File: src/rtl/mem_arb_pkg.sv
// Shared definitions for the IF/MEM memory port arbiter: FSM states, access sizes and owners.
package mem_arb_pkg;

    typedef enum logic [1:0] {
        IDLE    = 2'd0,
        BUS_IF  = 2'd1,
        BUS_MEM = 2'd2,
        DONE    = 2'd3
    } arb_state_t;

    typedef enum logic {
        OWN_IF  = 1'b0,
        OWN_MEM = 1'b1
    } arb_owner_t;

    localparam logic [1:0] SZ_BYTE = 2'b00;
    localparam logic [1:0] SZ_HALF = 2'b01;
    localparam logic [1:0] SZ_WORD = 2'b10;

endpackage

File: src/rtl/mem_port_arbiter_timer.sv
// Bus wait timer: counts cycles without ack and flags the cycle that reaches TIMEOUT.
module arb_wait_timer #(
    parameter int SW      = 8,
    parameter int TIMEOUT = 255
) (
    input  logic i_clk,
    input  logic i_rst_n,
    input  logic i_clear,
    input  logic i_en,
    output logic o_expired
);

    localparam logic [SW-1:0] LP_LIMIT = SW'(TIMEOUT);

    logic [SW-1:0] r_cnt;
    logic [SW-1:0] w_cntNext;

    assign w_cntNext = r_cnt + 1'b1;
    // Expiry is flagged in the cycle whose increment would land on TIMEOUT.
    assign o_expired = i_en && (w_cntNext == LP_LIMIT);

    always_ff @(posedge i_clk or negedge i_rst_n) begin
        if (!i_rst_n) begin
            r_cnt <= '0;
        end else if (i_clear) begin
            r_cnt <= '0;
        end else if (i_en) begin
            r_cnt <= w_cntNext;
        end
    end

endmodule

File: src/rtl/mem_port_arbiter.sv
// Arbitrates one variable-latency memory bus between instruction fetch (IF) and load/store (MEM).
module mem_port_arbiter
    import mem_arb_pkg::*;
#(
    parameter int STARVE_LIMIT = 4,
    parameter int TIMEOUT      = 255,
    parameter int SW           = 8
) (
    input  logic        clk,
    input  logic        reset,
    input  logic        if_req,
    input  logic [31:0] if_addr,
    output logic [31:0] if_rdata,
    output logic        if_valid,
    output logic        if_stall,
    input  logic        mem_req,
    input  logic        mem_we,
    input  logic [1:0]  mem_size,
    input  logic [31:0] mem_addr,
    input  logic [31:0] mem_wdata,
    output logic [31:0] mem_rdata,
    output logic        mem_valid,
    output logic        mem_stall,
    output logic        bus_req,
    output logic        bus_we,
    output logic [1:0]  bus_size,
    output logic [31:0] bus_addr,
    output logic [31:0] bus_wdata,
    input  logic [31:0] bus_rdata,
    input  logic        bus_ack,
    output logic        bus_err
);

    localparam int CW = $clog2(STARVE_LIMIT + 1);
    localparam logic [CW-1:0] LP_STARVE = CW'(STARVE_LIMIT);

    arb_state_t    r_state;
    arb_state_t    w_nextState;
    arb_owner_t    r_owner;
    logic [CW-1:0] r_starveCnt;
    logic          w_inBus;
    logic          w_arbitrate;
    logic          w_expired;
    logic          w_finish;
    logic          w_ifReqM;
    logic          w_memReqM;
    logic          w_grantIf;
    logic          w_grantMem;

    arb_wait_timer #(
        .SW      (SW),
        .TIMEOUT (TIMEOUT)
    ) u_timer (
        .i_clk     (clk),
        .i_rst_n   (reset),
        .i_clear   (w_grantIf | w_grantMem),
        .i_en      (w_inBus & ~bus_ack),
        .o_expired (w_expired)
    );

    always_ff @(posedge clk or negedge reset) begin
        if (!reset) begin
            r_state <= IDLE;
        end else begin
            r_state <= w_nextState;
        end
    end

    always_comb begin
        w_nextState = r_state;
        case (r_state)
            IDLE, DONE: begin
                if (w_grantMem)     w_nextState = BUS_MEM;
                else if (w_grantIf) w_nextState = BUS_IF;
                else                w_nextState = IDLE;
            end
            BUS_IF, BUS_MEM: begin
                if (w_finish) w_nextState = DONE;
            end
            default: w_nextState = IDLE;
        endcase
    end

    // In DONE the requester just served is masked so the other side gets the bus at once.
    always_comb begin
        w_inBus     = (r_state == BUS_IF) || (r_state == BUS_MEM);
        w_arbitrate = (r_state == IDLE) || (r_state == DONE);
        w_finish    = w_inBus && (bus_ack || w_expired);
        w_ifReqM    = if_req  && !((r_state == DONE) && (r_owner == OWN_IF));
        w_memReqM   = mem_req && !((r_state == DONE) && (r_owner == OWN_MEM));
        w_grantMem  = w_arbitrate && w_memReqM && !(w_ifReqM && (r_starveCnt == LP_STARVE));
        w_grantIf   = w_arbitrate && w_ifReqM && !w_grantMem;
    end

    always_ff @(posedge clk or negedge reset) begin
        if (!reset) begin
            r_starveCnt <= '0;
        end else if (w_grantIf) begin
            r_starveCnt <= '0;
        end else if (w_grantMem && if_req && (r_starveCnt != LP_STARVE)) begin
            r_starveCnt <= r_starveCnt + 1'b1;
        end
    end

    always_ff @(posedge clk or negedge reset) begin
        if (!reset) begin
            r_owner   <= OWN_IF;
            bus_req   <= 1'b0;
            bus_we    <= 1'b0;
            bus_size  <= 2'b00;
            bus_addr  <= '0;
            bus_wdata <= '0;
            if_rdata  <= '0;
            mem_rdata <= '0;
            if_valid  <= 1'b0;
            mem_valid <= 1'b0;
            bus_err   <= 1'b0;
        end else begin
            if_valid  <= 1'b0;
            mem_valid <= 1'b0;
            bus_err   <= 1'b0;
            if (w_grantMem) begin
                r_owner   <= OWN_MEM;
                bus_req   <= 1'b1;
                bus_we    <= mem_we;
                bus_size  <= mem_size;
                bus_addr  <= mem_addr;
                bus_wdata <= mem_wdata;
            end else if (w_grantIf) begin
                r_owner  <= OWN_IF;
                bus_req  <= 1'b1;
                bus_we   <= 1'b0;
                bus_size <= SZ_WORD;
                bus_addr <= if_addr;
            end else if (w_finish) begin
                bus_req <= 1'b0;
                bus_err <= ~bus_ack;
                if (r_owner == OWN_IF) begin
                    if_valid <= 1'b1;
                    if_rdata <= bus_ack ? bus_rdata : 32'd0;
                end else begin
                    mem_valid <= 1'b1;
                    if (!bus_ack) begin
                        mem_rdata <= 32'd0;
                    end else if (!bus_we) begin
                        mem_rdata <= bus_rdata;
                    end
                end
            end
        end
    end

    assign if_stall  = if_req  & ~if_valid;
    assign mem_stall = mem_req & ~mem_valid;

endmodule

File: config.mk
export PLATFORM = sky130hd
export DESIGN_NAME = mem_port_arbiter
export DESIGN_NICKNAME = d
export VERILOG_FILES = /design/src/rtl/mem_arb_pkg.sv /design/src/rtl/mem_port_arbiter_timer.sv /design/src/rtl/mem_port_arbiter.sv
export SDC_FILE = /design/constraint.sdc
export NUM_CORES = 1
export LEC_CHECK = 0
export CORE_ASPECT_RATIO = 0.5
export CORE_UTILIZATION = 30
export CTS_CLUSTER_SIZE = 28
export DETAILED_ROUTE_END_ITERATION = 10
export SYNTH_ARGS = -nofsm -noshare
export SYNTH_HDL_FRONTEND = slang
export SYNTH_SLANG_ARGS = --single-unit
export TNS_END_PERCENT = 20
File: constraint.sdc
create_clock -name clk -period 2.67 [get_ports clk]
set_input_delay 0.267 -clock clk [delete_from_list [all_inputs] [get_ports clk]]
set_output_delay 0.267 -clock clk [all_outputs]
set_load 0.05 [all_outputs]
==> impl_metrics.ini <==
[timing]
setup_violations = 0
fmax_ghz = 0.400
grt_setup_unrepaired = false
setup_ws_ns = 0.171
tightest_slew_ns = 0.676
max-slew-margin-rel = 0.548
final-max-slew-violation-count = 0
fin_skew_ns = 0.0127
setup-tns-final_ns = 0
min_period_over_period = 0.936
fin_crit_ns = 2.50
hold_viol = 0

[synthesis]
synth_most_common_cell = nand2_1
yosys-top-cells-area = dfrtp_1, nand2_1, a22o_1, o2bb2ai_1, a22oi_1
ys_warn_count = 0
synth-main-ff-cell = dfrtp_1
synth_top_area_share = 0.593
syn-instance-count = 614
synth_edf_count = 0
syn-cell-area_um2 = 6290
syn_nets = 755
synth-seq-area-share = 0.593
ys_ff_latch = 149
syn_area_per_cell_um2 = 10.2
yosysTopAreaCell = dfrtp_1
synth.distinct_cells = 41
synth-async-reset-ratio = 1.00
synthTopCellsByCount = nand2_1, dfrtp_1, clkbuf_1, nor2_1, a22o_1

[floorplanning]
rows = 37
die_h_um = 104
core_area_um2 = 20600
die-area_um2 = 21600
die_w_um = 207
io_pins = 273
initial_utilization = 0.306

[route]
wl_um = 19900
drcViolationCount = 11
top_layer_used = met4
ant_nets = 0
vias = 5572
wl_met3_um = 799
drt_iter0_markers = 355
viasPerCell = 4.79
dr_wl_met2_um = 9600
wl_met1_um = 9190
wl_per_cell_um = 17.1
first_pass_iters = 7

[final_layout]
antennaDiodeCount = 0
drive_gt1_frac = 0.0685
area_growth_pct = 58.3
nets = 1019
fillers = 1909

[clock_tree]
cts_tree = built
clk_latency_ns = 0.41
clk_pin_slew_ns = 0.07
clock_path_buffers = 2
cts_num_sinks = 149
cts_max_level = 4
root_buffer = clkbuf_16
numCtsBuffers = 17

[run_status]
violations = design-rule violations
status = finished, violations left

[power]
p_leak_nw = 4.22
power-per-cell-area_nw_per_um2 = 1590
vdd_ir_drop_max_uv = 680

[placement]
post-place-ws_ns = 0.0644
port_buffers = 272
dp.final_hpwl_um = 13600
gp_congestion = 0.807

[hold_path]
hold_class = in -> reg

[critical_path]
crit_arrival_ns = 2.80
max_stage_delay_ns = 0.43
crit_top_cell = buf_4
start_kind = register
path_class = reg -> reg
worstPathRequired_ns = 2.97
crit_path_top_delay_cell = dfrtp_1
endpoint_kind = register
crit_path_max_fanout = 33
crit_chain = ha_1, nand3_1, or3_4, a2111oi_4, buf_4, buf_4, a21oi_2, buf_4, a21o_1

[global_route]
grt_pass1_wl_um = 30500
grt_pass1_vias = 5361
antenna_found_initial = 0
grt-ovfl-total = 0
grt_use_total = 0.181
grt_max_degree = 71

[job]
drv_cap = 0
[final timing paths]
path / startpoint / to / slack [ns] / depth (start not counted)
min in group asynchronous: reset / if_rdata[10] / 0.44 / 2
max in group asynchronous: reset / if_rdata[12] / 1.44 / 3
max reg2reg: u_timer.r_cnt[0] / mem_rdata[6] / 0.17 / 9
max: u_timer.r_cnt[0] / mem_rdata[6] / 0.17 / 9
min reg2reg: bus_wdata[20] / bus_wdata[20] / 0.47 / 2
min: mem_wdata[13] / bus_wdata[13] / 0.38 / 3
[cell usage in the layout (no fill, tap or decap), drive strengths merged, types with 14 or more instances in the layout]
cell / n
o2bb2ai: 31
a22o: 34
dfrtp: 149
nand2: 171
clkdlybuf4s50: 270
inv: 17
buf: 19
a31oi: 32
o21ai: 14
a22oi: 32
clkbuf: 17
nor2: 37
[logic make-up (layout without fill, tap and decap cells)]
family	after synthesis	count (layout)	synth area share
mux	3	3	0.00477
flops	149	149	0.593
xor+xnor	5	5	0.00696
fa+ha+maj	5	5	0.00994
buf+inv	57	333	0.0382
compound gates	160	161	0.196
simple gates	235	235	0.151
[registers in the layout, summed over array words and instances, names as in the netlist]
name	cells
if_rdata	32
bus_size	2
mem_valid	1
bus_err	1
bus_req	1
bus_we	1
r_owner	1
u_timer.r_cnt	8
bus_addr	32
if_valid	1
r_state	2
bus_wdata	32
r_starveCnt	3
mem_rdata	32
[power by group]
part / total [W] / switching, W / internal, W
Combinational: 0.00937 / 0.00618 / 0.00319
Sequential: 0.00405 / 0.000677 / 0.00337
Clock: 0.00244 / 0.00104 / 0.00140
[layer usage]
layer	GRT usage	vias to the layer above
li1	-	2675
met1	0.241	2772
met2	0.297	109
met3	0.0420	16
met4	0.0428	0
met5	0	-
[through the flow]
step / util / power [W] / hold slack [ns] / instance area, µm² / std cells
after global routing: 0.485 / 0.0167 / 0.367 / 9960 / 1164
after global placement: 0.454 / 0.0134 / 0.337 / 9330 / 1128
after detailed placement: 0.454 / 0.0135 / 0.338 / 9330 / 1128
after CTS: 0.483 / 0.0160 / 0.359 / 9930 / 1161
after floorplan: - / 0.0102 / -0.0286 / 6290 / 614
final: 0.485 / 0.0159 / 0.381 / 9960 / 1164
[cell type report]
class	count	area, µm²	share of cell area
timing repair buffer	290	2910	0.292
tap	273	342	0.0343
clock inverter	15	168	0.0168
sequential	149	3730	0.374
inverter	11	41.3	0.00415
multi-input combinational	409	2350	0.236
clock buffer	17	425	0.0427
[timing repair]
item,in CTS,in global routing
hold buffers,1,0
setup buffers,0,2
setup endpoints to repair,0,33
hold endpoints to repair,67,0
gates resized for setup,0,1
[critical path: cells and delay by family (launching register included)]
family	cells	cell delay [ns]
AND/OR/NAND/NOR	2	0.55
AO/OA/AOI/OAI	3	0.54
adder cells (fa/ha/maj)	1	0.23
flip-flops	1	0.43
buffers and inverters	3	0.62
(Power assumes the default switching activity.)
